File: src/rtl/hazard_stall_ctrl.sv
// Load-use / memory-wait hazard controller for the ID stage. Drives the PC and
// pipeline-register enables and flushes, and counts stalled cycles (saturating).
module hazard_stall_ctrl #(
  parameter int REG_W     = 5,
  parameter int LOAD_LAT  = 1,
  parameter int PERF_W    = 16,
  parameter int ZERO_SKIP = 1
) (
  input  logic              clk,
  input  logic              rst_n,
  input  logic              ex_mem_read,
  input  logic [REG_W-1:0]  ex_rt,
  input  logic [REG_W-1:0]  id_rs,
  input  logic [REG_W-1:0]  id_rt,
  input  logic [5:0]        id_op,
  input  logic              id_branch_taken,
  input  logic              mem_access,
  input  logic              mem_ready,
  output logic              pc_write_en,
  output logic              ifid_write_en,
  output logic              ifid_flush,
  output logic              idex_write_en,
  output logic              idex_flush,
  output logic              exmem_write_en,
  output logic              memwb_flush,
  output logic              stall_busy,
  output logic [PERF_W-1:0] stall_count
);

  localparam int CW = $clog2(LOAD_LAT + 1);
  localparam logic [CW-1:0] CNT_INIT = CW'(LOAD_LAT - 1);
  localparam logic [CW-1:0] CNT_ONE  = CW'(1);

  typedef enum logic [0:0] {IDLE, STALL} state_e;

  state_e             state_q, state_d;
  logic [CW-1:0]      cnt_q, cnt_d;
  logic [PERF_W-1:0]  stall_count_q;
  logic               rt_used, hazard, mem_wait;

  // I-type ALU ops and loads write rt rather than read it
  always_comb begin
    case (id_op)
      6'b001000, 6'b001001, 6'b001010, 6'b001100,
      6'b001101, 6'b001110, 6'b001111, 6'b100011: rt_used = 1'b0;
      default:                                    rt_used = 1'b1;
    endcase
  end

  assign hazard = ex_mem_read
                & ((ex_rt == id_rs) | (rt_used & (ex_rt == id_rt)))
                & ~((ZERO_SKIP != 0) && (ex_rt == '0));
  assign mem_wait = mem_access & ~mem_ready;

  always_comb begin
    state_d        = state_q;
    cnt_d          = cnt_q;
    pc_write_en    = 1'b1;
    ifid_write_en  = 1'b1;
    ifid_flush     = 1'b0;
    idex_write_en  = 1'b1;
    idex_flush     = 1'b0;
    exmem_write_en = 1'b1;
    memwb_flush    = 1'b0;
    stall_busy     = 1'b0;
    if (!rst_n) begin
      pc_write_en    = 1'b0;
      ifid_write_en  = 1'b0;
      idex_write_en  = 1'b0;
      exmem_write_en = 1'b0;
    end else if (mem_wait) begin
      // full freeze; FSM and bubble counter hold
      pc_write_en    = 1'b0;
      ifid_write_en  = 1'b0;
      idex_write_en  = 1'b0;
      exmem_write_en = 1'b0;
      memwb_flush    = 1'b1;
      stall_busy     = 1'b1;
    end else if (state_q == STALL || hazard) begin
      pc_write_en   = 1'b0;
      ifid_write_en = 1'b0;
      idex_flush    = 1'b1;
      stall_busy    = 1'b1;
      if (state_q == STALL) begin
        cnt_d = cnt_q - CNT_ONE;
        if (cnt_q == CNT_ONE) state_d = IDLE;
      end else if (LOAD_LAT > 1) begin
        state_d = STALL;
        cnt_d   = CNT_INIT;
      end
    end else if (id_branch_taken) begin
      ifid_flush = 1'b1;
    end
  end

  always_ff @(posedge clk or negedge rst_n) begin
    if (!rst_n) begin
      state_q       <= IDLE;
      cnt_q         <= '0;
      stall_count_q <= '0;
    end else begin
      state_q <= state_d;
      cnt_q   <= cnt_d;
      if (stall_busy && stall_count_q != '1) stall_count_q <= stall_count_q + 1'b1;
    end
  end

  assign stall_count = stall_count_q;

endmodule

File: config.mk
export PLATFORM = sky130hd
export DESIGN_NAME = hazard_stall_ctrl
export DESIGN_NICKNAME = d
export VERILOG_FILES = /design/src/rtl/hazard_stall_ctrl.sv
export SDC_FILE = /design/constraint.sdc
export NUM_CORES = 1
export LEC_CHECK = 0
export ABC_AREA = 1
export ABC_CLOCK_PERIOD_IN_PS = 2000
export CORE_ASPECT_RATIO = 0.6
export CORE_MARGIN = 10
export CORE_UTILIZATION = 30
export DETAILED_ROUTE_END_ITERATION = 12
export GPL_ROUTABILITY_DRIVEN = 1
export GPL_TIMING_DRIVEN = 1
export HOLD_SLACK_MARGIN = 0.15
export SETUP_SLACK_MARGIN = 0.2
export SLEW_MARGIN = 10
export SYNTH_ARGS = -nofsm -noshare
export SYNTH_HDL_FRONTEND = slang
export SYNTH_SLANG_ARGS = --single-unit
File: constraint.sdc
create_clock -name clk -period 2 [get_ports clk]
set_clock_uncertainty 0.1 [all_clocks]
set_input_delay 0.4 -clock clk [delete_from_list [all_inputs] [get_ports clk]]
set_output_delay 0.4 -clock clk [all_outputs]
set_load 0.01 [all_outputs]
After elaboration in Yosys (flattened, before gate mapping)

Index checks and enable logic that the tools add are counted.

Input port bits: 27
Output and inout bits: 24
Bits in registers: 18
Logic and storage cells: 49

Bitwise gates (word level): 8
Equal/unequal tests: 11
Reductions and logical operators: 6
Add/sub/neg operators: 2
Multiplexer cells: 19

Operators with widths:

| operator                                                        | number |
|---|---|
| 6-bit by 4-bit == test with 1-bit output, second input constant | 7 |
| 1-bit 2-to-1 mux                                                | 19 |
| 16-bit by 1-bit adder with 16-bit output, second input constant | 1 |
| 16-bit inequality test, second input constant                   | 1 |
| 5-bit == test                                                   | 2 |
| 8-bit OR reduction                                              | 1 |
| 6-bit == test, second input constant                            | 1 |
| 5-bit zero test                                                 | 1 |
| 1-bit AND                                                       | 4 |
| 4-bit AND reduction                                             | 1 |
| 1-bit inverter                                                  | 3 |
| 3-bit AND reduction                                             | 1 |
| 1-bit logical AND                                               | 1 |
| 1-bit logical OR                                                | 1 |
| 1-bit OR                                                        | 1 |
| 1-bit subtractor, second input constant                         | 1 |

Depth between registers and ports, before layout

Depth in word-level cells: 12
Mapped depth: 13
Mapped depth without buffers: 12

Worst setup path before layout

No wires, ideal clock.

Kind: input port to output port
Start: in rst_n
End: out pc_write_en
Stages on the path: 6
Path slack: 0.067 ns
Data required time: 1.500 ns
Buffers on the path: 2
Arrival: 1.433 ns
Path through: buf_2 -> inv_1 -> nor2_1 -> inv_1 -> nor2_1 -> buf_4

Longest elaborated chain between the ends: 1

RTL lines:

| element          | line | source |
|---|---|---|
| from (decl)      | 10   | `input logic rst_n,` |
| 1-bit 2-to-1 mux | n/a  |  |
| to (decl)        | 19   | `output logic pc_write_en,` |

Every way passes these cells.

Worst setup path in the final report

Start: in ex_rt[2]
End: out stall_busy

Longest elaborated chain between the ends: 9
Elaborated cells between the ends (all ways): 12
Those cells by class: eq/ne (2); mux (3); bitwise (5); reduce/logical (2)

RTL lines:

| element            | line | source |
|---|---|---|
| from (decl)        | 12   | `input logic [REG_W-1:0] ex_rt,` |
| 5-bit == test      | 51   | `& ((ex_rt == id_rs) \| (rt_used & (ex_rt == id_rt)))` |
| 1-bit AND          | 51   |  |
| 1-bit OR           | 51   |  |
| 1-bit AND          | 51   |  |
| 1-bit AND *        | 52   | `& ~((ZERO_SKIP != 0) && (ex_rt == '0));` |
| 1-bit logical OR * | 79   | `end else if (state_q == STALL \|\| hazard) begin` |
| 1-bit 2-to-1 mux * | 79   |  |
| 1-bit 2-to-1 mux * | 71   | `end else if (mem_wait) begin` |
| 1-bit 2-to-1 mux * | 66   | `if (!rst_n) begin` |
| to (decl)          | 26   | `output logic stall_busy,` |

Mark *: on every way between the ends. The rest lies on a longest branch, timed or not.

==> impl_metrics.toml <==
[outcome]
outcome = "finished clean"

[clock_network]
cts_root_buffer = "clkbuf_8"
cts_buffers = 3
hold_buffers = 0
clockBufferDepth = 2
cts.sinks = 18
cts_max_level = 1
cts_tree = "done"
insertion_delay_ns = 0.25
cts.clk_slew.worst_paths_ns = 0.07

[floorplanning]
ioPinCount = 51
die_y_um = 72.5
core-area_sq_um = 4260
initial_core_util_pct = 32.3
dieArea_sq_um = 7790
die_x_um = 107
rows = 18

[setup_path]
cpMaxStageDelayCell = "xor2_1"
cp_cell_sequence = "buf_4 -> xor2_1 -> nor2_1 -> nand3_1 -> nand2_1 -> nand2_2 -> nand2_4 -> inv_2 -> a21oi_2 -> buf_2"
setup.worst_path.class = "in -> out"
start_kind = "primary input"
cp_num_cells = 10
ff2ff_setup_slack_ns = 0.28
crit_arrival_ns = 1.45
cp-end-kind = "primary output"
reg2reg_depth = 8
worst-path-buf-inv = 3
startpoint = "ex_rt[2]"
rr_startpoint = "stall_count[1]"
critical-path-top-delay-family = "simple AND/OR/NAND/NOR gates"
worst_r2r_endpoint = "stall_count[9]"
worst_setup_path_endpoint = "stall_busy"
cp_max_fo = 3
cp.required_ns = 1.50
critPathMaxStageDelay_ns = 0.15

[drt]
ant_nets = 0
via_count = 1464
firstDrtPassIters = 4
route.detailed.wl_per_inst_um = 13.3
drcViolationCount = 0
wirelength_um = 4260
vias_per_cell = 4.59
drt_iter0_markers = 53

[place]
port_buffers = 50
dp_slack_ns = -0.859
dp_cells = 306
gp_congestion = 0.846
hpwl_um = 3340

[logic_synthesis]
ys_top_cells_by_area = "dfrtp_1, nand2_1, nand4_1, xnor2_1, xor2_1"
yosysWarnings = 0
synth-edff-count = 0
yosysTopAreaCell = "dfrtp_1"
syn_area_sq_um = 1380
avgSynthCellArea_sq_um = 7.13
synth_cell_type_count = 24
synth_seq_cells = 18
synthCells = 193
netlist_top_cells_count = "nand2_1, inv_1, nor2_1"
yosysSeqAreaShare_pct = 32.7
yosysMostFrequentCell = "nand2_1"
synthFlopType = "dfrtp_1"
syn_nets = 221
synth_top_area_share_pct = 32.7
synthArstFlopShare_pct = 100

[cells_and_area]
drive_gt1_share_pct = 34.4
diodes = 0
nets = 288
area_growth_pct = 57.2
fillCellCount = 432
final_cells = 319

[global_routing]
grt_pass1_vias = 1329
grt_max_degree = 36
grt_pass1_wl_um = 6900
grt_usage_pct = 10.8
overflow = 0
antenna_found_initial = 0

[run]
max-cap-violations = 0

[min_path]
hp-class = "in -> async"

[sta]
fmax_mhz = 514
rsz0062_at_grt = "yes"
setup_ws_ns = 0.0543
slew_headroom_pct = 72.3
hold_viol = 0
finalCritPeriodShare_pct = 97.3
whs_ns = 0.263
min_period_ns = 1.95
setup_viol = 0
tns_ns = 0
slew_violations = 0
tightest_slew_ns = 0.415

[power]
power.total_mw = 1.14
vdd_drop_max_uv = 491
power_density_nw_per_um2 = 527
leakage_nw = 1.08
==> report_power, final <==
group	switching, mW	internal, mW	leakage [nW]	total (mW)
clock network	0.127	0.175	0.0288	0.302
registers	0.0475	0.398	0.226	0.446
logic	0.174	0.218	0.829	0.392
==> state kept, by name (all words and copies together), names as in the netlist <==
name and cells:
stall_count 16, cnt_q 1, state_q 1
==> worst reg2reg max path, stage by stage (launching register included) <==
cell     delay, ns
dfrtp_1       0.38
buf_6         0.11
ha_4          0.14
nand3_4       0.11
nor3_4        0.26
nand2_2       0.17
buf_4         0.19
nand4_1       0.08
nand2_1       0.06
==> cells in the final DEF (no fill, tap or decap), types with 2 or more instances in the layout <==
cell type	count
xnor2_1	7
o21ai_0	3
nand2_2	6
clkbuf_8	4
dfrtp_1	8
nand3_1	7
nor2_2	5
xnor2_2	3
inv_2	4
nand4_1	16
clkdlybuf4s50_1	15
buf_6	7
nand3_2	2
buf_4	17
nor3b_2	2
nand3_4	3
buf_2	16
nor2_1	13
o21bai_1	2
clkdlybuf4s15_1	3
xor2_1	10
dlymetal6s2s_1	3
dfrtp_2	10
dlygate4sd2_1	5
inv_1	16
nand2_1	59
==> routing by layer <==
layer / vias to the layer above / share of wire (%) / routed length [um] / GRT usage, %
met2: 25 / 45 / 1900 / 16.1
li1: 754 / - / - / -
met3: 2 / 4.6 / 197 / 2.65
met1: 683 / 50 / 2140 / 15.5
met4: 0 / 0.56 / 24 / 1.77
met5: - / 0 / 0 / 0
==> worst min path at each step <==
stage / slack, ns / end / from
after detailed placement: 0.38 / cnt_q / state_q
final: 0.26 / stall_count[13] / rst_n
after global routing: 0.30 / stall_count[10] / rst_n
after floorplan: 0.004 / cnt_q / rst_n
after CTS: 0.28 / stall_count[10] / rst_n
after global placement: 0.39 / cnt_q / state_q
==> cell type report <==
type                            count  area (sq um)  share of cell area [%]
Timing Repair Buffer               69           584                    27.0
Inverter                           20          75.1                    3.47
Multi-Input combinational cell    148           911                    42.1
Clock buffer                        4          55.1                    2.54
Sequential cell                    18           463                    21.4
Tap cell                           60          75.1                    3.47
==> through the flow <==
stage | cell area (sq um) | util (%)
final | 2160 | 50.8
after global routing | 2160 | 50.8
after CTS | 2020 | 47.5
after detailed placement | 2000 | 46.9
after global placement | 2000 | 46.9
after floorplan | 1380 | -
==> timing repair <==
action / 4_1_cts / 5_1_grt
buffers inserted: 1 / 8
endpoints found under the setup margin: 27 / 28
pin swaps: 30 / 18
gates resized for setup: 123 / 26
==> cells by family after synthesis <==
group / count (synthesis) / share of synthesized area (%)
buffers and inverters: 27 / 9.00
AOI/OAI and AO/OA: 8 / 3.27
xor gates and xnor gates: 20 / 12.7
and+or+nand+nor: 119 / 41.4
adders and majority gates: 1 / 0.909
DFF: 18 / 32.7
No activity file was read; power rests on OpenSTA's default activity.
